## src/rtl/rs_drv_pkg.sv

```systemverilog
// Shared types and sizing helpers for the RS flip-flop command driver.
package rs_drv_pkg;

  typedef enum logic [1:0] {
    INIT  = 2'd0,
    IDLE  = 2'd1,
    PULSE = 2'd2,
    GAP   = 2'd3
  } state_t;

  // Width of a down-counter able to hold the longer of the two durations.
  function automatic int unsigned cnt_width(input int unsigned hold, input int unsigned gap);
    int unsigned m;
    m = (hold > gap) ? hold : gap;
    return $clog2(m + 1);
  endfunction

  localparam int unsigned CNT_W_DEFAULT = cnt_width(1, 2);

endpackage

```

## src/rtl/rs_cmd_driver_if.sv

```systemverilog
// Request handshake between a command source and rs_cmd_driver.
interface rs_cmd_driver_if #(
  parameter int unsigned WIDTH = 8
);
  logic             req_valid;
  logic [WIDTH-1:0] req_level;
  logic             req_ready;

  modport master (output req_valid, output req_level, input req_ready);
  modport slave  (input req_valid, input req_level, output req_ready);
endinterface

```

## src/rtl/rs_pulse_timer.sv

```systemverilog
// Loadable down-counter; done is high in the last cycle of a loaded duration.
module rs_pulse_timer #(
  parameter int unsigned CNT_W   = 2,
  parameter int unsigned RST_VAL = 1
) (
  input  logic             clk,
  input  logic             rst,
  input  logic             load,
  input  logic [CNT_W-1:0] load_val,
  output logic [CNT_W-1:0] count,
  output logic             done
);

  // Reload on state entry, otherwise count down and saturate at zero.
  always_ff @(posedge clk) begin
    if (rst) begin
      count <= CNT_W'(RST_VAL);
    end else if (load) begin
      count <= load_val;
    end else if (count != '0) begin
      count <= count - 1'b1;
    end
  end

  assign done = (count <= CNT_W'(1));

endmodule

```

## src/rtl/rs_cmd_driver.sv

```systemverilog
// Command driver for a bank of clocked RS flip-flops.
// Optional feedback check enabled by defining RS_VERIFY_EN.
module rs_cmd_driver
  import rs_drv_pkg::*;
#(
  parameter int unsigned WIDTH       = 8,
  parameter int unsigned HOLD_CYCLES = 1,
  parameter int unsigned GAP_CYCLES  = 2
) (
  input  logic             clk,
  input  logic             rst,
  rs_cmd_driver_if.slave   req,
  output logic [WIDTH-1:0] s,
  output logic [WIDTH-1:0] r,
  output logic [WIDTH-1:0] q_track,
  input  logic [WIDTH-1:0] q_fb,
  output logic             err
);

  localparam int unsigned CNT_W = cnt_width(HOLD_CYCLES, GAP_CYCLES);

  state_t           state, state_nx;
  logic [WIDTH-1:0] cap;
  logic [WIDTH-1:0] set_v, clr_v;
  logic [WIDTH-1:0] s_nx, r_nx;
  logic             ready, ready_nx;
  logic             accept;
  logic             load;
  logic [CNT_W-1:0] load_val;
  logic [CNT_W-1:0] count;
  logic             done;

  rs_pulse_timer #(
    .CNT_W   (CNT_W),
    .RST_VAL (HOLD_CYCLES)
  ) u_timer (
    .clk      (clk),
    .rst      (rst),
    .load     (load),
    .load_val (load_val),
    .count    (count),
    .done     (done)
  );

  assign req.req_ready = ready;
  assign accept        = req.req_valid && ready;
  assign set_v         = req.req_level & ~q_track;
  assign clr_v         = ~req.req_level & q_track;

  // State register.
  always_ff @(posedge clk) begin
    if (rst) state <= INIT;
    else     state <= state_nx;
  end

  // Next state and the registered output values for the cycle being entered.
  always_comb begin
    state_nx = state;
    s_nx     = '0;
    r_nx     = '0;
    ready_nx = 1'b0;
    load     = 1'b0;
    load_val = CNT_W'(GAP_CYCLES);
    unique case (state)
      INIT: begin
        // The cycle right after reset still shows r=0 (its reset value);
        // r[0] low marks that cycle, so the HOLD count restarts from there.
        if (!r[0]) begin
          r_nx     = '1;
          load     = 1'b1;
          load_val = CNT_W'(HOLD_CYCLES);
        end else if (done) begin
          state_nx = GAP;
          load     = 1'b1;
          load_val = CNT_W'(GAP_CYCLES);
        end else begin
          r_nx = '1;
        end
      end
      IDLE: begin
        ready_nx = 1'b1;
        if (accept && ((set_v | clr_v) != '0)) begin
          state_nx = PULSE;
          s_nx     = set_v;
          r_nx     = clr_v;
          ready_nx = 1'b0;
          load     = 1'b1;
          load_val = CNT_W'(HOLD_CYCLES);
        end
      end
      PULSE: begin
        if (done) begin
          state_nx = GAP;
          load     = 1'b1;
          load_val = CNT_W'(GAP_CYCLES);
        end else begin
          s_nx = s;
          r_nx = r;
        end
      end
      GAP: begin
        if (done) begin
          state_nx = IDLE;
          ready_nx = 1'b1;
        end
      end
      default: state_nx = INIT;
    endcase
  end

  // Registered pulse and handshake outputs.
  always_ff @(posedge clk) begin
    if (rst) begin
      s     <= '0;
      r     <= '0;
      ready <= 1'b0;
    end else begin
      s     <= s_nx;
      r     <= r_nx;
      ready <= ready_nx;
    end
  end

  // Capture the target at accept; publish it as the tracked level when the pulse ends.
  always_ff @(posedge clk) begin
    if (rst) begin
      cap     <= '0;
      q_track <= '0;
    end else begin
      if (accept) cap <= req.req_level;
      if (state == PULSE && done) q_track <= cap;
    end
  end

`ifdef RS_VERIFY_EN
  // Sticky feedback check in the first GAP cycle, once the flip-flops have settled.
  always_ff @(posedge clk) begin
    if (rst) begin
      err <= 1'b0;
    end else if (state == GAP && count == CNT_W'(GAP_CYCLES) && q_fb != q_track) begin
      err <= 1'b1;
    end
  end
`else
  logic unused_fb;
  assign unused_fb = ^{q_fb, count};
  assign err       = 1'b0;
`endif

endmodule
```

## src/flat_wrapper.sv

```systemverilog
// flat-port wrapper written by rule: the top's interface ports become plain ports
module rs_cmd_driver_flat import rs_drv_pkg::*;
#(
  parameter int unsigned WIDTH       = 8,
  parameter int unsigned HOLD_CYCLES = 1,
  parameter int unsigned GAP_CYCLES  = 2
)
  (clk, rst, s, r, q_track, q_fb, err, req_req_valid, req_req_level, req_req_ready);
  rs_cmd_driver_if #(.WIDTH(WIDTH)) req_i ();
  input  logic clk;
  input  logic rst;
  output logic [WIDTH-1:0] s;
  output logic [WIDTH-1:0] r;
  output logic [WIDTH-1:0] q_track;
  input  logic [WIDTH-1:0] q_fb;
  output logic err;
  input wire logic [$bits(req_i.req_valid)-1:0] req_req_valid;
  input wire logic [$bits(req_i.req_level)-1:0] req_req_level;
  output wire logic [$bits(req_i.req_ready)-1:0] req_req_ready;
  assign req_i.req_valid = req_req_valid;
  assign req_i.req_level = req_req_level;
  assign req_req_ready = req_i.req_ready;
  rs_cmd_driver #(.WIDTH(WIDTH), .HOLD_CYCLES(HOLD_CYCLES), .GAP_CYCLES(GAP_CYCLES)) u_core (.clk(clk), .rst(rst), .req(req_i), .s(s), .r(r), .q_track(q_track), .q_fb(q_fb), .err(err));
endmodule
```

## config.mk

```make
export PLATFORM = sky130hd
export DESIGN_NAME = rs_cmd_driver_flat
export DESIGN_NICKNAME = d
export VERILOG_FILES = /design/src/rtl/rs_drv_pkg.sv /design/src/rtl/rs_cmd_driver_if.sv /design/src/rtl/rs_pulse_timer.sv /design/src/rtl/rs_cmd_driver.sv /design/src/flat_wrapper.sv
export SDC_FILE = /design/constraint.sdc
export NUM_CORES = 1
export LEC_CHECK = 0
export ABC_AREA = 1
export CAP_MARGIN = 25
export CELL_PAD_IN_SITES_DETAIL_PLACEMENT = 2
export CELL_PAD_IN_SITES_GLOBAL_PLACEMENT = 2
export CORE_ASPECT_RATIO = 1.2
export CORE_UTILIZATION = 34
export DETAILED_ROUTE_END_ITERATION = 8
export DONT_BUFFER_PORTS = 1
export GPL_ROUTABILITY_DRIVEN = 0
export HOLD_SLACK_MARGIN = 0.1
export PLACE_DENSITY = 0.75
export SYNTH_ARGS = -nofsm -noshare
export SYNTH_HDL_FRONTEND = slang
export SYNTH_SLANG_ARGS = --single-unit
```

## constraint.sdc

```tcl
create_clock -name clk -period 1.8 [get_ports clk]
set_clock_uncertainty 0.15 [all_clocks]
set_input_delay 0.18 -clock clk [delete_from_list [all_inputs] [get_ports clk]]
set_output_delay 0.18 -clock clk [all_outputs]
set_load 0.05 [all_outputs]
```

Word-level counts from Yosys, hierarchy flattened
Index checks and enable logic that the tools add are counted.

Output and inout port bits: 26. Bits in read-only memories: 0. Word-level logic and storage cells: 52. RAM bits: 0. Bits in latches: 0. Input port bits: 19. Memories: 0. Bits in registers: 37.

Eq/ne operators: 7. Multipliers: 0. Add/sub/neg operators: 1. Bitwise operators: 5. Multiplexer cells: 23. Magnitude comparators: 1. Reduce and logical (&&, ||, !) cells: 8. Shifts and indexed selects: 0. Div/mod/pow operators: 0.

Operators with widths (number): 8-bit 2-to-1 mux (5); 8-bit one-hot mux with 3 select lines (1); 8-bit bitwise AND (2); 2-bit 2-to-1 mux (8); 8-bit NOT (2); 8-bit one-hot mux with 2 select lines (1); 2-bit by 1-bit != test with 1-bit output, second input constant (4); 8-bit bitwise OR (1); 2-bit one-hot mux with 4 select lines (1); 8-bit nonzero test (1); 2-bit equality test, second input constant (2); 1-bit 2-to-1 mux (4); 2-bit one-hot mux with 2 select lines (1); 2-bit nonzero test (2); 1-bit logical AND (3); 1-bit one-hot mux with 3 select lines (1); 3-bit AND reduction (1); 2-bit by 1-bit equality test with 1-bit output, second input constant (1); 2-bit by 1-bit <= comparator with 1-bit output, second input constant (1); 2-bit logical NOT (1); 1-bit one-hot mux with 2 select lines (1); 2-bit by 1-bit subtractor with 2-bit output, second input constant (1).

Logic depth before layout (Yosys ltp)
Gate-level depths: netlist of the first run.

Depth after elaboration: 8. Mapped depth: 12. Gate-level depth less buffers: 11.

By module
From an unflattened synthesis of the first run, not the netlist that was laid out.

Cell total of the unflattened synthesis: 214. Area, all modules: 1724.2 µm².

Modules (own cells, without submodules): rs_cmd_driver (instances 1, cells an instance 193, area an instance 1581.5 µm², seq. area each 700.7 µm²); rs_pulse_timer (instances 1, cells an instance 21, area an instance 142.6 µm², seq. area each 40.0 µm²).

Worst setup path after synthesis of the first run
OpenSTA, ideal clock, no wires.

Kind: register to register. Start point: register u_core.q_track[6]. End point: register u_core.r[6]. Buffers on the path: 1. Setup time: 0.068 ns. Setup slack: -0.044 ns. Arrival: 1.626 ns. Data required time: 1.582 ns. Period minus slack after synthesis: 1.844 ns. Cell stages (with the launch flop): 10. Cell sequence: dfxtp_1 -> ha_1 -> nand2_1 -> nor2_1 -> nand2_1 -> nand3_4 -> clkinv_2 -> buf_6 -> nand2_1 -> a21oi_2.

Cells in the longest elaborated chain, start to end: 7. Elaborated cells on any way between the ends: 8. Those cells by class: mux: 2; bitwise: 4; reduce/logical: 2.

Ends and longest elaborated chain: start, declared (line rs_cmd_driver.sv:15) `output logic [WIDTH-1:0] q_track,`; start signal, assigned (line rs_cmd_driver.sv:131) `if (state == PULSE && done) q_track <= cap;`; 8-bit NOT (line rs_cmd_driver.sv:47) `assign set_v = req.req_level & ~q_track;`; 8-bit bitwise AND (line rs_cmd_driver.sv:47); 8-bit bitwise OR (line rs_cmd_driver.sv:82) `if (accept && ((set_v | clr_v) != '0)) begin`; 8-bit nonzero test (line rs_cmd_driver.sv:82); 1-bit logical AND (line rs_cmd_driver.sv:82); 8-bit 2-to-1 mux * (line rs_cmd_driver.sv:82); 8-bit one-hot mux with 3 select lines * (line rs_cmd_driver.sv:64) `unique case (state)`; end signal, assigned (line rs_cmd_driver.sv:119) `r <= r_nx;`; end, declared (line rs_cmd_driver.sv:14) `output logic [WIDTH-1:0] r,`.

Mark *: on every way between the ends. The rest lies on a longest branch, timed or not. A chain may end at the register's enable or synchronous reset.

Worst setup path after layout of the first run
Start point: register u_core.q_track[7]. End point: register u_core.s[7].

Cells in the longest elaborated chain, start to end: 7. Elaborated cells on any way between the ends: 8. Those cells by class: mux: 2; bitwise: 4; reduce/logical: 2.

Ends and longest elaborated chain: 8-bit NOT (line rs_cmd_driver.sv:47); 8-bit bitwise AND (line rs_cmd_driver.sv:47); 8-bit bitwise OR (line rs_cmd_driver.sv:82); 8-bit nonzero test (line rs_cmd_driver.sv:82); 1-bit logical AND (line rs_cmd_driver.sv:82); 8-bit 2-to-1 mux * (line rs_cmd_driver.sv:82); 8-bit one-hot mux with 2 select lines * (line rs_cmd_driver.sv:64); end signal, assigned (line rs_cmd_driver.sv:118) `s <= s_nx;`; end, declared (line rs_cmd_driver.sv:13) `output logic [WIDTH-1:0] s,`.

Marks and branches as above.

==> results by group, run 1 <==
Worst setup path
  • CP arrival: around 1.8 ns
  • Crit Path Class: flop to flop
  • Crit-path cells: buf_6 > inv_1 > ha_1 > dlygate4sd3_1 > nand2_1 > a21oi_1
  • CP Launch Type: flop
  • CP bufs+invs: 3
  • Crit-path leading delay family: buffers and inverters
  • Slowest stage cell, crit path: dlygate4sd3_1
  • CP Capture Type: flop
  • CP Data Required Time: roughly 1.8 ns
  • Worst path max stage delay: 0.56 ns
  • CP max FO: 2

Pwr
  • Leak pwr: 0.00113 uW
  • VDD IR-drop max: between 800 and 900 uV
  • Switching power: between 1500 and 2000 uW
  • Gate power share: 50.2%
  • Pint: around 2200 uW
  • Final Power: a little over 4000 uW
  • Flop pwr share: 30.2%
  • Clock power share: between 10% and 20%
  • Sw Share: 46.4%
  • Power Density: 1680 nW/um^2

Synthesis
  • Count of flip-flops with a built-in enable after synthesis: 0
  • Largest cells by area after synthesis: dfxtp_1 42%, ha_1 13%, nand2_1 13%
  • Seq cells post-synth: 37
  • Adder-cell area share of the yosys netlist: 12.7%
  • Largest family of logic cells by synthesized area: simple AND/OR/NAND/NOR gates
  • Most common cell in the netlist: nand2_1
  • Synth Cell Area: 1780 sq um
  • Netlist cell types: 23
  • Mux cell area share after synthesis: 0%
  • Syn_area_per_cell: 7.57 sq um
  • Synth Area in Compound Gates: 16.5%
  • Mapped Cells: about 240
  • Post-synthesis sequential area ratio: a little over two fifths
  • Simple-gate share of the synthesized area: 17.4%
  • Syn nets: 272
  • Post-synthesis xor/xnor area fraction: 0%
  • Synth cell count leaders: 60 x nand2_1, 37 x dfxtp_1, 36 x inv_1
  • Synth warn: 0
  • Top_reg_cell synth: dfxtp_1
  • FFs w/ async S/R, synth: 0%
  • Cell taking the most area after synthesis: dfxtp_1
  • Yosys top cell area share: 41.6%

Route
  • Routed vias/inst: between 4 and 5
  • Routed Antenna Nets: 0
  • Metal3 WL: about 190 um
  • Drt total wl: 6220 um
  • Vias: 1715
  • Top Metal Used: met4
  • Met2 WL: 3480 um
  • Pre-antenna DRT Iters: 4
  • DRC: 0
  • Metal-1 WL: 2460 um
  • DR iter-0 viols: 53
  • DR WL/cell: 18.0 um

Timing
  • Max_slew headroom: 46.8%
  • Min cycle time layout: 1.76 ns
  • Final setup viols: 0
  • Post-route clock period utilization: 97.6%
  • Setup tns final: 0 ns
  • Fin. Hold Viols: 0
  • Max Freq: 0.569 GHz
  • Worst-margin pin slew: 0.795 ns
  • Final Slew Violations: 0

Finish
  • Layout Nets: 322
  • Area Overhead vs Synth: 34.7%
  • Antenna diodes: 0
  • Share of layout cells above drive strength 1: 23.8%
  • Fin area: 2400 sq um

Clock network
  • Num CTS Buffers: 5
  • CTS sink count: 37
  • CTS tree: built
  • Clk root buf: clkbuf_8
  • CTS clk-pin slew, worst paths: about 0.080 ns
  • CTS Buffer Depth: 2
  • Clk_lat worst skew: about 0.30 ns
  • H-tree depth: 2

Die
  • Boundary pin count: 45
  • Die X: 68.0 um
  • FP Rows: 28
  • Initial core utilization: 35.8%
  • Die Y-Extent: 81.2 um
  • Core area: ~5000 sq um
  • Die area: 5530 sq um

Run
  • Max-cap violations: 0

Placement
  • Estimated wirelength of the detail-placed design: approximately 3600 um
  • DP Area: 2040 sq um
  • Port Buffer Count: 0

Status
  • Status: completed

GRT
  • Largest net degree at the start of global routing: 21
  • First-pass GRT wire length: a little over 9000 um
  • Total gr overflow: 0
  • Total Routing Usage GR: a little under a quarter
  • Vias in the first global route: 1854
  • Initial antenna violation count: 0

Worst hold path
  • Worst Hold Class: input pin to flop
[power by group through the flow]
stage,Clock [uW],Sequential [uW],Combinational [uW]
6_report,790,1220,2020
5_1_grt,829,1240,2200
4_1_cts,787,1200,1930
3_5_place_dp,0,1220,1850
3_3_place_gp,0,1210,1790
2_1_floorplan,0,1750,743
[flip-flops by register name (all words and copies together), names as in the netlist]
signal and flops:
u_core.cap 8, u_core.s 8, u_core.r 8, u_core.state 2, u_core.u_timer.count 2, u_core.q_track 8, u_core.req.req_ready 1
[worst reg2reg max path: stages, from the launching register on]
cell           delay [ns]
dfxtp_2              0.34
buf_6                0.16
inv_1                0.08
ha_1                 0.18
dlygate4sd3_1        0.56
nand2_1              0.07
a21oi_1              0.06
[logic make-up (layout without fill, tap and decap cells)]
group           Yosys count  count (layout)
fa+ha+maj                18              18
compound gates           56              56
buf+inv                  49             100
other cells               1               1
flops                    37              37
simple gates             74              74
[placed cells by master (no fill, tap or decap), types with 3 or more instances in the layout]
cell,netlist,layout
ha_1,18,18
a21oi_1,33,33
buf_4,1,32
dlygate4sd3_1,0,16
nor2_2,1,3
nor2_1,6,4
o21ai_0,18,17
dfxtp_1,37,29
nand2_1,60,58
clkbuf_8,0,6
inv_1,36,34
nand3_1,3,3
dfxtp_2,0,8
inv_2,2,4
[layout make-up]
cell class                      count  area (sq um)
Clock inverter                      1          30.0
Fill cell                         560          2580
Clock buffer                        7          86.3
Timing Repair inverter              1          6.26
Sequential cell                    37           751
Tap cell                           60          75.1
Inverter                           40           160
Multi-Input combinational cell    149           850
Timing Repair Buffer               51           438
[path summary, 6_finish.rpt]
| path | from | end | slack (ns) | cells past startpoint |
|---|---|---|---|---|
| worst min register to register | u_core.s[4] | u_core.s[4] | 0.33 | 2 |
| worst min-delay path | req_req_level[2] | u_core.s[2] | 0.11 | 3 |
| worst max-delay path | u_core.q_track[7] | u_core.s[7] | 0.04 | 6 |
| worst max register to register | u_core.q_track[7] | u_core.s[7] | 0.04 | 6 |
[per-stage QoR]
stage                     std cells  worst slack, ns  hold slack [ns]  utilization [%]
after floorplan                 235            0.145            0.184                -
after global placement          317            0.110           0.0969             41.1
after detailed placement        317           0.0539           0.0988             41.1
after CTS                       342           0.0109            0.108             47.0
after global routing            346          -0.0247            0.123             48.2
final                           346           0.0439            0.106             48.2
[repair_timing]
action,in CTS,in global routing
gates cloned,0,1
pin swaps,0,3
endpoints found under the hold margin,25,0
endpoints found under the setup margin,1,17
hold buffers,17,0
gates resized for setup,2,15
setup buffers,0,4
[routing by layer]
metal / track usage [%] / vias up
li1: - / 835
met1: 23.7 / 846
met2: 46.7 / 28
met3: 5.34 / 6
met4: 7.50 / 0
met5: 0 / -
Note: power is estimated with default switching activity, not from simulation.
==> inputs of run 2 (changes only) <==
ABC_CLOCK_PERIOD_IN_PS = 1800   (was not set)
SKIP_LAST_GASP = 1   (was not set)
==> run 2 against run 1 <==
  * Combinational power about the same
  * Via count down 1.5%
  * Critical path depth did not move
  * Routed wire length is 0.77% higher
  * Final cell count decreased by 0.58%
  * First-iteration DRC count is 1.9% higher
  * Die area did not move
  * Clock power is 1% lower
  * Worst hold slack better by 0.0071 ns
==> results by group, run 2 (same netlist as run 1, synthesis figures left out) <==
Pwr
  • Flop pwr share: 30.4% (+0.2 points)
  • Leak pwr: 0.00112 uW (-0.90%)
  • Sw Share: 46.2% (-0.20 points)
  • Power Density: 1680 nW/um^2 (-0.12%)
  • Clock power share: 19.5% (about the same)
  • Gate power share: 50.1% (about the same)
  • VDD IR-drop max: 769 uV (-6.8%)
  • Pint: 2150 uW (-0.22%)
  • Switching power: 1850 uW (-1.0%)

Worst setup path
  • CP Data Required Time: 1.80 ns (about the same)
  • Reg2reg start: u_core.q_track[7]
  • CP Capture Type: flop
  • CP arrival: 1.78 ns (+0.02 ns)
  • CP max FO: 2 (unchanged)
  • Reg2Reg Setup Slack: 0.03 ns (-0.02 ns)
  • FF-to-FF End: u_core.s[7]
  • CP Launch Type: flop
  • Crit Path Class: flop to flop
  • Reg2reg path depth: 6 (unchanged)

Worst hold path
  • Hold path cells: 4 (+1)
  • Hold_sp: req_req_level[7]
  • Worst Hold Class: input pin to flop
  • Worst Hold End: u_core.r[7]

Clock network
  • Num CTS Buffers: 5 (unchanged)
  • Clk root buf: clkbuf_8
  • Clk_lat worst skew: 0.30 ns (about the same)
  • CTS tree: built
  • CTS sink count: 37 (unchanged)
  • CTS Buffer Depth: 2 (unchanged)
  • CTS clk-pin slew, worst paths: 0.08 ns (about the same)
  • H-tree depth: 2 (unchanged)

Route
  • Top Metal Used: met4
  • Routed Antenna Nets: 0 (unchanged)
  • Metal-1 WL: 2550 um (+3.8%)
  • DR WL/cell: 18.2 um (+1.4%)
  • Drt total wl: 6270 um (+0.77%)
  • Met2 WL: 3420 um (-1.7%)
  • Routed vias/inst: 4.91 (-0.88%)
  • DRC: 0 (unchanged)
  • DR iter-0 viols: 54 (+1.9%)
  • Vias: 1690 (-1.5%)
  • Pre-antenna DRT Iters: 4 (unchanged)
  • Metal3 WL: 198 um (+4.8%)

Finish
  • Commonest non-fill, non-tap cell in the layout: nand2_1
  • Area Overhead vs Synth: 34.0%
  • Layout Nets: 320 (-0.62%)
  • # fillers: 558 (-0.36%)
  • Share of layout cells above drive strength 1: 22.9% (-0.89 points)
  • Commonest non-fill, non-tap cells in the layout: 58 x nand2_1, 34 x inv_1, 33 x a21oi_1
  • Fin area: 2380 sq um (-0.47%)
  • Final Instance Count excl. Fillers: 344 (-0.58%)
  • Antenna diodes: 0 (unchanged)

Die
  • Boundary pin count: 45 (unchanged)
  • Initial core utilization: 35.8% (unchanged)
  • Die X: 68.0 um (unchanged)
  • Die Y-Extent: 81.2 um (unchanged)
  • FP Rows: 28 (unchanged)
  • Die area: 5530 sq um (unchanged)
  • Core area: 4970 sq um (unchanged)

GRT
  • First-pass GRT wire length: 9090 um (-2.6%)
  • Largest net degree at the start of global routing: 21 (unchanged)
  • Total Routing Usage GR: 22.9% (-0.88 points)
  • Vias in the first global route: 1829 (-1.3%)
  • Initial antenna violation count: 0 (unchanged)
  • Total gr overflow: 0 (unchanged)

Timing
  • Max Freq: 0.564 GHz (-1.0%)
  • Post-route clock period utilization: 98.6% (+1.0 points)
  • Final setup viols: 0 (unchanged)
  • Setup tns final: 0 ns (unchanged)
  • Final Slew Violations: 0 (unchanged)
  • Min cycle time layout: 1.77 ns (+0.0179 ns)
  • Max_slew headroom: 46.0% (-0.75 points)
  • Worst-margin pin slew: 0.807 ns (+0.0112 ns)
  • Fin. Hold Viols: 0 (unchanged)
  • WHS: 0.113 ns (+0.00711 ns)

Placement
  • DP Area: 2040 sq um (unchanged)
  • Port Buffer Count: 0 (unchanged)
  • Dpl cells: 317 (unchanged)
  • Estimated wirelength of the detail-placed design: 3620 um (unchanged)

Run
  • Max-cap violations: 0 (unchanged)

Status
  • Status: completed
## run 2: cell types whose count changed in the layout (fill, tap and decap cells not counted)
cell	change
o21ai_0	-1
inv_4	-1
o21ai_1	+2
o21ai_2	-1
buf_4	-2
buf_12	+1
clkinv_2	+1
buf_6	-1
## run 2: final cells by class
class	count	area (sq um)	area share, %
tap	60	75.1	3.15
timing repair inverter	1	5.00	0.210
sequential	37	751	31.5
multi-input combinational	149	846	35.5
clock inverter	1	30.0	1.26
clock buffer	7	86.3	3.62
inverter	40	160	6.72
timing repair buffer	49	432	18.1
## run 2: worst max path at each step
stage,from,slack (ns),end,depth (start not counted)
2_1_floorplan,u_core.q_track[6],0.15,u_core.r[6],9
3_3_place_gp,u_core.q_track[6],0.11,u_core.r[5],8
5_1_grt,u_core.q_track[7],-0.04,u_core.s[7],6
3_5_place_dp,u_core.q_track[6],0.05,u_core.r[5],8
6_report,u_core.q_track[7],0.03,u_core.s[7],6
4_1_cts,u_core.q_track[6],-0.003,u_core.u_timer.count[0],9
## run 2: power groups by stage
stage | registers [uW] | logic (uW) | clock network [uW]
floorplan | 1750 | 743 | 0
detailed placement | 1220 | 1850 | 0
global route | 1240 | 2180 | 820
CTS | 1200 | 1930 | 787
global placement | 1210 | 1790 | 0
finish | 1220 | 2010 | 781
## run 2: critical path: stages, from the launching register on
cell	delay (ns)
dfxtp_2	0.34
buf_6	0.16
inv_1	0.07
ha_1	0.17
dlygate4sd3_1	0.57
nand2_1	0.09
a21oi_1	0.07
## run 2: metrics by stage
step	setup WS [ns]	total power, uW	util [%]
floorplan	0.145	2490	-
global placement	0.110	3000	41.1
detailed placement	0.0539	3070	41.1
CTS	-0.00263	3920	46.9
global route	-0.0446	4250	47.9
finish	0.0259	4000	47.9
## run 2: what timing repair did
action	CTS	global route
pin swaps	0	1
cloned	0	1
gates resized for setup	1	14
endpoints found under the setup margin	1	15
setup buffers	0	2
hold buffers	17	0
hold endpoints to repair	25	0
## run 2: routing by layer
layer	up-vias	global-route usage [%]
met5	-	0
li1	832	-
met1	821	22.1
met3	8	4.92
met2	29	45.9
met4	0	7.50
